--- config.mk ---
export PLATFORM = sky130hd
export DESIGN_NAME = prco_mem_arbiter_flat
export DESIGN_NICKNAME = d
export VERILOG_FILES = /design/src/rtl/prco_mem_arbiter_if.sv /design/src/rtl/prco_mem_arbiter.sv /design/src/flat_wrapper.sv
export SDC_FILE = /design/constraint.sdc
export NUM_CORES = 1
export LEC_CHECK = 0
export ABC_CLOCK_PERIOD_IN_PS = 1300
export CAP_MARGIN = 20
export CORE_UTILIZATION = 38
export DETAILED_ROUTE_END_ITERATION = 8
export PLACE_DENSITY = 0.78
export REMOVE_ABC_BUFFERS = 1
export SKIP_LAST_GASP = 1
export SYNTH_ARGS = -nofsm -noshare
export SYNTH_HDL_FRONTEND = slang
export SYNTH_SLANG_ARGS = --single-unit
--- constraint.sdc ---
create_clock -name i_clk -period 1.3 [get_ports i_clk]
set_input_delay 0.195 -clock i_clk [delete_from_list [all_inputs] [get_ports i_clk]]
set_output_delay 0.195 -clock i_clk [all_outputs]
set_load 0.01 [all_outputs]
--- src/rtl/prco_mem_arbiter_if.sv ---
// Request/ack and RAM signal bundle for the PRCO memory arbiter.
// The master modport is the arbiter's view; slave is the requesters' and RAM's view.
interface prco_mem_arbiter_if #(
  parameter int unsigned ADDR_W = 16,
  parameter int unsigned DATA_W = 16
);
  logic              i_if_req;
  logic [ADDR_W-1:0] i_if_addr;
  logic              q_if_ack;
  logic [DATA_W-1:0] q_if_data;

  logic              i_ls_req;
  logic              i_ls_we;
  logic [ADDR_W-1:0] i_ls_addr;
  logic [DATA_W-1:0] i_ls_wdata;
  logic              q_ls_ack;
  logic [DATA_W-1:0] q_ls_rdata;

  logic              q_mem_en;
  logic              q_mem_we;
  logic [ADDR_W-1:0] q_mem_addr;
  logic [DATA_W-1:0] q_mem_wdata;
  logic [DATA_W-1:0] i_mem_rdata;

  logic              q_p_block;

  modport master (
    input  i_if_req, i_if_addr, i_ls_req, i_ls_we, i_ls_addr, i_ls_wdata, i_mem_rdata,
    output q_if_ack, q_if_data, q_ls_ack, q_ls_rdata,
    output q_mem_en, q_mem_we, q_mem_addr, q_mem_wdata, q_p_block
  );

  modport slave (
    output i_if_req, i_if_addr, i_ls_req, i_ls_we, i_ls_addr, i_ls_wdata, i_mem_rdata,
    input  q_if_ack, q_if_data, q_ls_ack, q_ls_rdata,
    input  q_mem_en, q_mem_we, q_mem_addr, q_mem_wdata, q_p_block
  );
endinterface

--- src/rtl/prco_mem_arbiter.sv ---
// Shares the single-port PRCO RAM between instruction fetch (IF) and load/store (LS).
// One access at a time: IDLE -> ACCESS (MEM_LAT+1 cycles) -> DONE (ack) -> IDLE.
module prco_mem_arbiter #(
  parameter int unsigned ADDR_W  = 16,
  parameter int unsigned DATA_W  = 16,
  parameter int unsigned MEM_LAT = 1
) (
  input logic                i_clk,
  input logic                i_reset,
  prco_mem_arbiter_if.master bus
);

  localparam int unsigned CntW = $clog2(MEM_LAT + 1);
  localparam logic [CntW-1:0] CntLast = CntW'(MEM_LAT);

  typedef enum logic [1:0] {StIdle, StAccess, StDone} state_e;

  state_e            state_q, state_d;
  logic [CntW-1:0]   cnt_q, cnt_d;
  logic              last_ls_q, last_ls_d;
  logic              grant_ls_q, grant_ls_d;
  logic              acc_we_q, acc_we_d;
  logic              mem_en_q, mem_en_d;
  logic              mem_we_q, mem_we_d;
  logic [ADDR_W-1:0] mem_addr_q, mem_addr_d;
  logic [DATA_W-1:0] mem_wdata_q, mem_wdata_d;
  logic              if_ack_q, if_ack_d;
  logic              ls_ack_q, ls_ack_d;
  logic [DATA_W-1:0] if_data_q, if_data_d;
  logic [DATA_W-1:0] ls_rdata_q, ls_rdata_d;
  logic              pick_ls;

  always_comb begin
    state_d     = state_q;
    cnt_d       = cnt_q;
    last_ls_d   = last_ls_q;
    grant_ls_d  = grant_ls_q;
    acc_we_d    = acc_we_q;
    mem_en_d    = 1'b0;
    mem_we_d    = 1'b0;
    mem_addr_d  = mem_addr_q;
    mem_wdata_d = mem_wdata_q;
    if_ack_d    = 1'b0;
    ls_ack_d    = 1'b0;
    if_data_d   = if_data_q;
    ls_rdata_d  = ls_rdata_q;
    // On a tie the requester that was not granted last wins.
    pick_ls     = bus.i_ls_req & (~bus.i_if_req | ~last_ls_q);

    unique case (state_q)
      StIdle: begin
        if (bus.i_if_req || bus.i_ls_req) begin
          grant_ls_d = pick_ls;
          last_ls_d  = pick_ls;
          acc_we_d   = pick_ls & bus.i_ls_we;
          mem_en_d   = 1'b1;
          mem_we_d   = pick_ls & bus.i_ls_we;
          mem_addr_d = pick_ls ? bus.i_ls_addr : bus.i_if_addr;
          if (pick_ls) begin
            mem_wdata_d = bus.i_ls_wdata;
          end
          cnt_d   = '0;
          state_d = StAccess;
        end
      end
      StAccess: begin
        if (cnt_q == CntLast) begin
          state_d = StDone;
          if (grant_ls_q) begin
            ls_ack_d = 1'b1;
            if (!acc_we_q) begin
              ls_rdata_d = bus.i_mem_rdata;
            end
          end else begin
            if_ack_d  = 1'b1;
            if_data_d = bus.i_mem_rdata;
          end
        end else begin
          cnt_d = cnt_q + CntW'(1);
        end
      end
      // Ack cycle; no grant here so a request dropped with its ack is never re-served.
      StDone: state_d = StIdle;
      default: state_d = StIdle;
    endcase
  end

  always_ff @(posedge i_clk) begin
    if (i_reset) begin
      state_q     <= StIdle;
      cnt_q       <= '0;
      last_ls_q   <= 1'b0;
      grant_ls_q  <= 1'b0;
      acc_we_q    <= 1'b0;
      mem_en_q    <= 1'b0;
      mem_we_q    <= 1'b0;
      mem_addr_q  <= '0;
      mem_wdata_q <= '0;
      if_ack_q    <= 1'b0;
      ls_ack_q    <= 1'b0;
      if_data_q   <= '0;
      ls_rdata_q  <= '0;
    end else begin
      state_q     <= state_d;
      cnt_q       <= cnt_d;
      last_ls_q   <= last_ls_d;
      grant_ls_q  <= grant_ls_d;
      acc_we_q    <= acc_we_d;
      mem_en_q    <= mem_en_d;
      mem_we_q    <= mem_we_d;
      mem_addr_q  <= mem_addr_d;
      mem_wdata_q <= mem_wdata_d;
      if_ack_q    <= if_ack_d;
      ls_ack_q    <= ls_ack_d;
      if_data_q   <= if_data_d;
      ls_rdata_q  <= ls_rdata_d;
    end
  end

  assign bus.q_if_ack    = if_ack_q;
  assign bus.q_if_data   = if_data_q;
  assign bus.q_ls_ack    = ls_ack_q;
  assign bus.q_ls_rdata  = ls_rdata_q;
  assign bus.q_mem_en    = mem_en_q;
  assign bus.q_mem_we    = mem_we_q;
  assign bus.q_mem_addr  = mem_addr_q;
  assign bus.q_mem_wdata = mem_wdata_q;
  assign bus.q_p_block   = bus.i_ls_req & ~ls_ack_q;

endmodule

--- src/flat_wrapper.sv ---
// flat-port wrapper written by rule: the top's interface ports become plain ports
module prco_mem_arbiter_flat 
#(
  parameter int unsigned ADDR_W  = 16,
  parameter int unsigned DATA_W  = 16,
  parameter int unsigned MEM_LAT = 1
)
  (i_clk, i_reset, bus_i_if_req, bus_i_if_addr, bus_i_ls_req, bus_i_ls_we, bus_i_ls_addr, bus_i_ls_wdata, bus_i_mem_rdata, bus_q_if_ack, bus_q_if_data, bus_q_ls_ack, bus_q_ls_rdata, bus_q_mem_en, bus_q_mem_we, bus_q_mem_addr, bus_q_mem_wdata, bus_q_p_block);
  prco_mem_arbiter_if #(.ADDR_W(ADDR_W), .DATA_W(DATA_W)) bus_i ();
  input logic i_clk;
  input logic i_reset;
  input wire logic [$bits(bus_i.i_if_req)-1:0] bus_i_if_req;
  input wire logic [$bits(bus_i.i_if_addr)-1:0] bus_i_if_addr;
  input wire logic [$bits(bus_i.i_ls_req)-1:0] bus_i_ls_req;
  input wire logic [$bits(bus_i.i_ls_we)-1:0] bus_i_ls_we;
  input wire logic [$bits(bus_i.i_ls_addr)-1:0] bus_i_ls_addr;
  input wire logic [$bits(bus_i.i_ls_wdata)-1:0] bus_i_ls_wdata;
  input wire logic [$bits(bus_i.i_mem_rdata)-1:0] bus_i_mem_rdata;
  output wire logic [$bits(bus_i.q_if_ack)-1:0] bus_q_if_ack;
  output wire logic [$bits(bus_i.q_if_data)-1:0] bus_q_if_data;
  output wire logic [$bits(bus_i.q_ls_ack)-1:0] bus_q_ls_ack;
  output wire logic [$bits(bus_i.q_ls_rdata)-1:0] bus_q_ls_rdata;
  output wire logic [$bits(bus_i.q_mem_en)-1:0] bus_q_mem_en;
  output wire logic [$bits(bus_i.q_mem_we)-1:0] bus_q_mem_we;
  output wire logic [$bits(bus_i.q_mem_addr)-1:0] bus_q_mem_addr;
  output wire logic [$bits(bus_i.q_mem_wdata)-1:0] bus_q_mem_wdata;
  output wire logic [$bits(bus_i.q_p_block)-1:0] bus_q_p_block;
  assign bus_i.i_if_req = bus_i_if_req;
  assign bus_i.i_if_addr = bus_i_if_addr;
  assign bus_i.i_ls_req = bus_i_ls_req;
  assign bus_i.i_ls_we = bus_i_ls_we;
  assign bus_i.i_ls_addr = bus_i_ls_addr;
  assign bus_i.i_ls_wdata = bus_i_ls_wdata;
  assign bus_i.i_mem_rdata = bus_i_mem_rdata;
  assign bus_q_if_ack = bus_i.q_if_ack;
  assign bus_q_if_data = bus_i.q_if_data;
  assign bus_q_ls_ack = bus_i.q_ls_ack;
  assign bus_q_ls_rdata = bus_i.q_ls_rdata;
  assign bus_q_mem_en = bus_i.q_mem_en;
  assign bus_q_mem_we = bus_i.q_mem_we;
  assign bus_q_mem_addr = bus_i.q_mem_addr;
  assign bus_q_mem_wdata = bus_i.q_mem_wdata;
  assign bus_q_p_block = bus_i.q_p_block;
  prco_mem_arbiter #(.ADDR_W(ADDR_W), .DATA_W(DATA_W), .MEM_LAT(MEM_LAT)) u_core (.i_clk(i_clk), .i_reset(i_reset), .bus(bus_i));
endmodule
==> results.py, run 1 <==
metrics = {
    "clock_network": {
        "clock_path_buffers": 2,
        "insertion_delay_ps": 330,
        "clkSlewWorstSetupHoldPaths_ps": 80,
        "clock_sinks": 73,
        "cts_tree": "yes",
        "numCtsBuffers": 9,
        "h-tree-depth": 3,
        "root_buffer": "clkbuf_8",
        "cts_hold_buf": 0,
    },
    "pwr": {
        "leakage_nw": 2.11,
        "pwr_density_cell_nw_per_um2": 1160,
        "ir_worst_vdd_uv": 591,
        "internal_power_mw": 4.35,
        "power_frac_clock": 0.397,
        "finalPower_mw": 5.67,
        "p_sw_mw": 1.32,
        "switching_share": 0.233,
        "seqPwrFrac": 0.429,
        "p_comb_frac": 0.174,
    },
    "cells_and_area": {
        "final_area_um2": 4900,
        "syn_to_final_growth_pct": 55.9,
        "most-common-layout-cells": "dfxtp_1 (70), dlygate4sd2_1 (68), nand2_1 (67), clkdlybuf4s50_1 (67), nand2b_1 (64)",
        "diodes": 0,
        "final_common_cell": "dfxtp_1",
        "drive_above_1_share": 0.110,
        "layout.nets": 545,
        "nFillCells": 706,
    },
    "yosys": {
        "synthSimpleGateAreaFrac": 0.246,
        "avgSynthCellArea_um2": 9.24,
        "ys_types": 32,
        "async_reset_ff_frac": 0,
        "synth_top_family_by_area": "simple AND/OR/NAND/NOR gates",
        "synth-adder-area-share": 0,
        "yosys.area_share.xor_xnor": 0,
        "synth_seq_area_share": 0.465,
        "synthMuxAreaShare": 0.102,
        "yosysTopAreaCell": "dfxtp_1",
        "synth_seq_cells": 73,
        "syn-cell-area_um2": 3140,
        "ys_warn_count": 0,
        "synthCells": 340,
        "synthTopCellsByArea": "dfxtp_1 (46%), nand2b_1 (13%), mux2i_1 (10%)",
        "synth_flop_cell": "dfxtp_1",
        "synth_compound_area_frac": 0.133,
        "synth_top_area_share": 0.465,
        "synth_edf_count": 0,
    },
    "sta": {
        "fmax_ghz": 0.772,
        "fin_crit_sh": 0.997,
        "report.final.slew_viol_count": 0,
        "hold_viol": 0,
        "period_minus_slack_ps": 1300,
        "relSlewSlack": 0.844,
        "hold_ws_ps": 319,
        "finalSetupViolCount": 0,
        "fin_ws_ps": 4.51,
        "rsz0062_at_grt": "yes",
        "worst_slew_pin_slew_ps": 232,
        "skew_ps": 8.79,
    },
    "global_routing": {
        "grt_pass1_vias": 2794,
        "grt_usage": 0.186,
        "grt_pass1_wl_um": 12800,
        "grt_max_degree": 55,
        "antenna_found_initial": 0,
        "overflow": 0,
    },
    "worst_hold_path": {
        "min_path_type": "in2reg",
    },
    "route": {
        "remaining_drc_errors": 0,
        "drt_iter0_drc": 73,
        "wire_per_inst_um": 13.6,
        "vias": 2800,
        "ant_nets": 0,
        "avgViaCountPerCell": 4.80,
        "wl_um": 7950,
        "dr.pass1.iters": 4,
    },
    "critical_path": {
        "cp.arrival_ps": 1560,
        "cp.required_ps": 1560,
        "path_class": "reg2reg",
        "crit_fanout": 11,
        "end_kind": "flip-flop",
        "cp-start-kind": "flip-flop",
    },
    "placed_design": {
        "dpl_cell_area_um2": 4700,
        "port_buffers": 137,
        "hpwl_um": 5590,
        "post-place-ws_ps": -312,
        "gp_congestion": 0.720,
    },
    "die": {
        "core_area_um2": 7850,
        "die_h_um": 92.9,
        "die_x_um": 92.9,
        "start_util": 0.401,
        "fp.dieArea_um2": 8640,
        "ioPinCount": 138,
        "rows": 32,
    },
    "status": {
        "status": "complete, no violations",
    },
    "job": {
        "max_cap_viol_count": 0,
    },
}
[layout make-up]
cell class,instances,area [µm²],area share
multi-input combinational,238,1540,0.313
timing repair buffer,152,1500,0.306
sequential,73,1470,0.299
clock buffer,12,165,0.0337
tap,102,128,0.0260
clock inverter,4,97.6,0.0199
inverter,2,7.51,0.00153
[timing repair]
action	in CTS	in global routing
buffers inserted	0	0
pin swaps	0	1
endpoints found under the setup margin	103	54
gates resized for setup	73	6
cloned	1	0
[Yosys cell counts (all sizes together) (2+ instances only)]
| cell type | number |
|---|---|
| nand2b | 64 |
| buf | 17 |
| and2 | 2 |
| a21bo | 2 |
| mux2i | 32 |
| nor3 | 2 |
| clkbuf | 11 |
| a311oi | 17 |
| inv | 2 |
| dfxtp | 73 |
| a21oi | 36 |
| nand2 | 67 |
| nor2 | 4 |
[layer usage]
layer / GRT usage / wire length [µm] / vias to the layer above
met4: 0.0513 / 76 / 0
met3: 0.0501 / 518 / 8
li1: - / - / 1410
met1: 0.224 / 3510 / 1285
met5: 0 / 0 / -
met2: 0.322 / 3840 / 97
[worst max-delay path, stage by stage, from the launching register on]
cell and delay, ps:
dfxtp_2 340, nand3b_1 240, nor3b_4 270, buf_12 190, mux2i_1 190
[cell families after synthesis]
| group | Yosys count |
|---|---|
| compound gates | 56 |
| mux | 32 |
| simple gates | 149 |
| flops | 73 |
| buf+inv | 30 |
[power by group through the flow]
stage / clock network (mW) / registers (mW) / logic [mW]
after floorplan: 0 / 2.53 / 0.354
after global placement: 0 / 2.48 / 1.04
after detailed placement: 0 / 2.48 / 1.06
after CTS: 2.31 / 2.43 / 0.993
after global routing: 2.40 / 2.45 / 1.07
final: 2.25 / 2.43 / 0.990
[final timing paths]
check / endpoint / startpoint / slack (ps) / cells past startpoint
worst max-delay path: u_core.bus.q_ls_rdata[9]$_SDFFE_PP0P_ / u_core.state_q[1]$_SDFFE_PP0P_ / 5 / 4
worst min-delay path: u_core.bus.q_mem_addr[11]$_SDFFE_PP0P_ / i_reset / 320 / 3
worst max register to register: u_core.bus.q_ls_rdata[9]$_SDFFE_PP0P_ / u_core.state_q[1]$_SDFFE_PP0P_ / 5 / 4
worst min register to register: u_core.bus.q_if_data[2]$_SDFFE_PP0P_ / u_core.bus.q_if_data[2]$_SDFFE_PP0P_ / 450 / 2
[sequential cells by signal, indices dropped and copies added (netlist names)]
signal	cells
u_core.bus.q_mem_en	1
u_core.bus.q_mem_addr	16
u_core.bus.q_if_ack	1
u_core.acc_we_q	1
u_core.bus.q_ls_ack	1
u_core.bus.q_mem_wdata	16
u_core.bus.q_mem_we	1
u_core.state_q	2
u_core.bus.q_if_data	16
u_core.last_ls_q	1
u_core.bus.q_ls_rdata	16
u_core.cnt_q	1
[per-stage QoR]
stage / utilization / instances / setup TNS, ps
global placement: 0.599 / 566 / -7810
finish: 0.624 / 583 / 0
detailed placement: 0.599 / 566 / -9240
global route: 0.624 / 583 / -1070
floorplan: - / 312 / -24840
CTS: 0.624 / 583 / -86.7
(Power assumes the default switching activity.)
==> inputs of run 2 (changes only) <==
--- a/config.mk
+++ b/config.mk
@@ -7,6 +7,7 @@
 export LEC_CHECK = 0
 export ABC_CLOCK_PERIOD_IN_PS = 1300
 export CAP_MARGIN = 20
+export CORE_MARGIN = 5
 export CORE_UTILIZATION = 38
 export DETAILED_ROUTE_END_ITERATION = 8
 export PLACE_DENSITY = 0.78
==> results.py, run 2 (same netlist as run 1, synthesis figures left out) <==
metrics = {
    "clock_network": {
        "h-tree-depth": 3,
        "insertion_delay_ps": 330,
        "root_buffer": "clkbuf_8",
        "cts_hold_buf": 0,
        "clock_path_buffers": 2,
        "cts_tree": "yes",
        "numCtsBuffers": 9,
        "clock_sinks": 73,
        "clkSlewWorstSetupHoldPaths_ps": 70,
    },
    "global_routing": {
        "overflow": 0,
        "met2_usage": 0.269,
        "grt_pass1_vias": 2795,
        "grt_pass1_wl_um": 13300,
        "grt_util_met3": 0.0415,
        "grt_max_degree": 55,
        "grt_usage": 0.162,
        "grtUsageMet1": 0.207,
        "grt_busiest_layer": "met2",
        "antenna_found_initial": 0,
    },
    "status": {
        "status": "finished, violations left",
        "violations": "setup timing",
    },
    "sta": {
        "tns_ps": -158,
        "relSlewSlack": 0.856,
        "fin_crit_sh": 1.04,
        "finalSetupViolCount": 5,
        "hold_viol": 0,
        "fmax_ghz": 0.739,
        "rsz0062_at_grt": "yes",
        "skew_ps": 14.2,
        "worst_slew_pin_slew_ps": 215,
        "period_minus_slack_ps": 1350,
        "fin_ws_ps": -53.7,
        "hold_ws_ps": 327,
        "report.final.slew_viol_count": 0,
    },
    "route": {
        "ant_nets": 0,
        "dr.pass1.iters": 4,
        "wire_per_inst_um": 14.4,
        "drt_iter0_drc": 90,
        "avgViaCountPerCell": 4.85,
        "wl_um": 8520,
        "remaining_drc_errors": 0,
        "vias": 2861,
    },
    "die": {
        "ioPinCount": 138,
        "fp.dieArea_um2": 10200,
        "start_util": 0.386,
        "rows": 33,
        "core_area_um2": 8130,
        "die_x_um": 101,
        "die_h_um": 101,
    },
    "placed_design": {
        "hpwl_um": 6030,
        "post-place-ws_ps": -316,
        "port_buffers": 137,
        "gp_congestion": 0.740,
    },
    "critical_path": {
        "cp-start-kind": "flip-flop",
        "cp.required_ps": 1520,
        "path_class": "reg2reg",
        "crit_fanout": 4,
        "cp.arrival_ps": 1570,
        "end_kind": "flip-flop",
    },
    "cells_and_area": {
        "syn_to_final_growth_pct": 56.4,
        "most-common-layout-cells": "dfxtp_1 (70), dlygate4sd2_1 (69), nand2_1 (67)",
        "diodes": 0,
        "drive_above_1_share": 0.113,
        "nFillCells": 702,
        "final_common_cell": "dfxtp_1",
        "layout.nets": 550,
        "fin_util": 0.604,
    },
    "pwr": {
        "seqPwrFrac": 0.458,
        "internal_power_mw": 3.98,
        "p_sw_mw": 1.33,
        "switching_share": 0.250,
        "pwr_density_cell_nw_per_um2": 1080,
        "power_frac_clock": 0.355,
        "p_comb_frac": 0.187,
        "ir_worst_vdd_uv": 412,
        "leakage_nw": 2.13,
    },
    "worst_hold_path": {
        "min_path_type": "in2reg",
    },
    "job": {
        "max_cap_viol_count": 0,
    },
}
-- run 2: timing repair --
item | 4_1_cts | 5_1_grt
setup endpoints to repair | 85 | 49
cloned | 0 | 2
buffers inserted | 0 | 3
pin swaps | 0 | 1
gates resized for setup | 72 | 7
-- run 2: critical path: stages, from the launching register on --
cell	delay (ps)
dfxtp_2	330
nand3b_1	220
buf_4	170
or3b_4	400
mux2i_1	130
-- run 2: final timing paths --
| check | slack [ps] | end | start | depth (start not counted) |
|---|---|---|---|---|
| worst max-delay path | -50 | u_core.bus.q_ls_rdata[12]$_SDFFE_PP0P_ | u_core.state_q[1]$_SDFFE_PP0P_ | 4 |
| worst min-delay path | 330 | u_core.bus.q_mem_addr[8]$_SDFFE_PP0P_ | i_reset | 3 |
| worst max register to register | -50 | u_core.bus.q_ls_rdata[12]$_SDFFE_PP0P_ | u_core.state_q[1]$_SDFFE_PP0P_ | 4 |
| worst min register to register | 460 | u_core.bus.q_if_data[14]$_SDFFE_PP0P_ | u_core.bus.q_if_data[14]$_SDFFE_PP0P_ | 2 |
-- run 2: routing by layer --
metal | vias to the layer above | share of wire
met5 | - | 0
li1 | 1426 | -
met1 | 1331 | 0.44
met2 | 91 | 0.48
met4 | 0 | 0.017
met3 | 13 | 0.064
-- run 2: cell type report --
class	instances	area (µm²)	area share
timing repair buffer	157	1570	0.320
multi-input combinational	238	1530	0.311
inverter	2	7.51	0.00153
clock inverter	6	83.8	0.0171
tap	105	131	0.0267
sequential	73	1470	0.298
clock buffer	9	124	0.0252
-- run 2: power groups by stage --
stage	Sequential (mW)	Clock (mW)	Combinational, mW
6_report	2.43	1.88	0.994
5_1_grt	2.45	2.05	1.07
4_1_cts	2.43	1.93	0.988
3_5_place_dp	2.48	0	1.06
3_3_place_gp	2.48	0	1.04
2_1_floorplan	2.53	0	0.354
-- run 2: stage by stage --
stage	cell area, µm²	cells	total power [mW]
6_report	4910	590	5.31
4_1_cts	4840	585	5.35
3_3_place_gp	4710	570	3.52
5_1_grt	4910	590	5.57
3_5_place_dp	4710	570	3.54
2_1_floorplan	2980	312	2.88
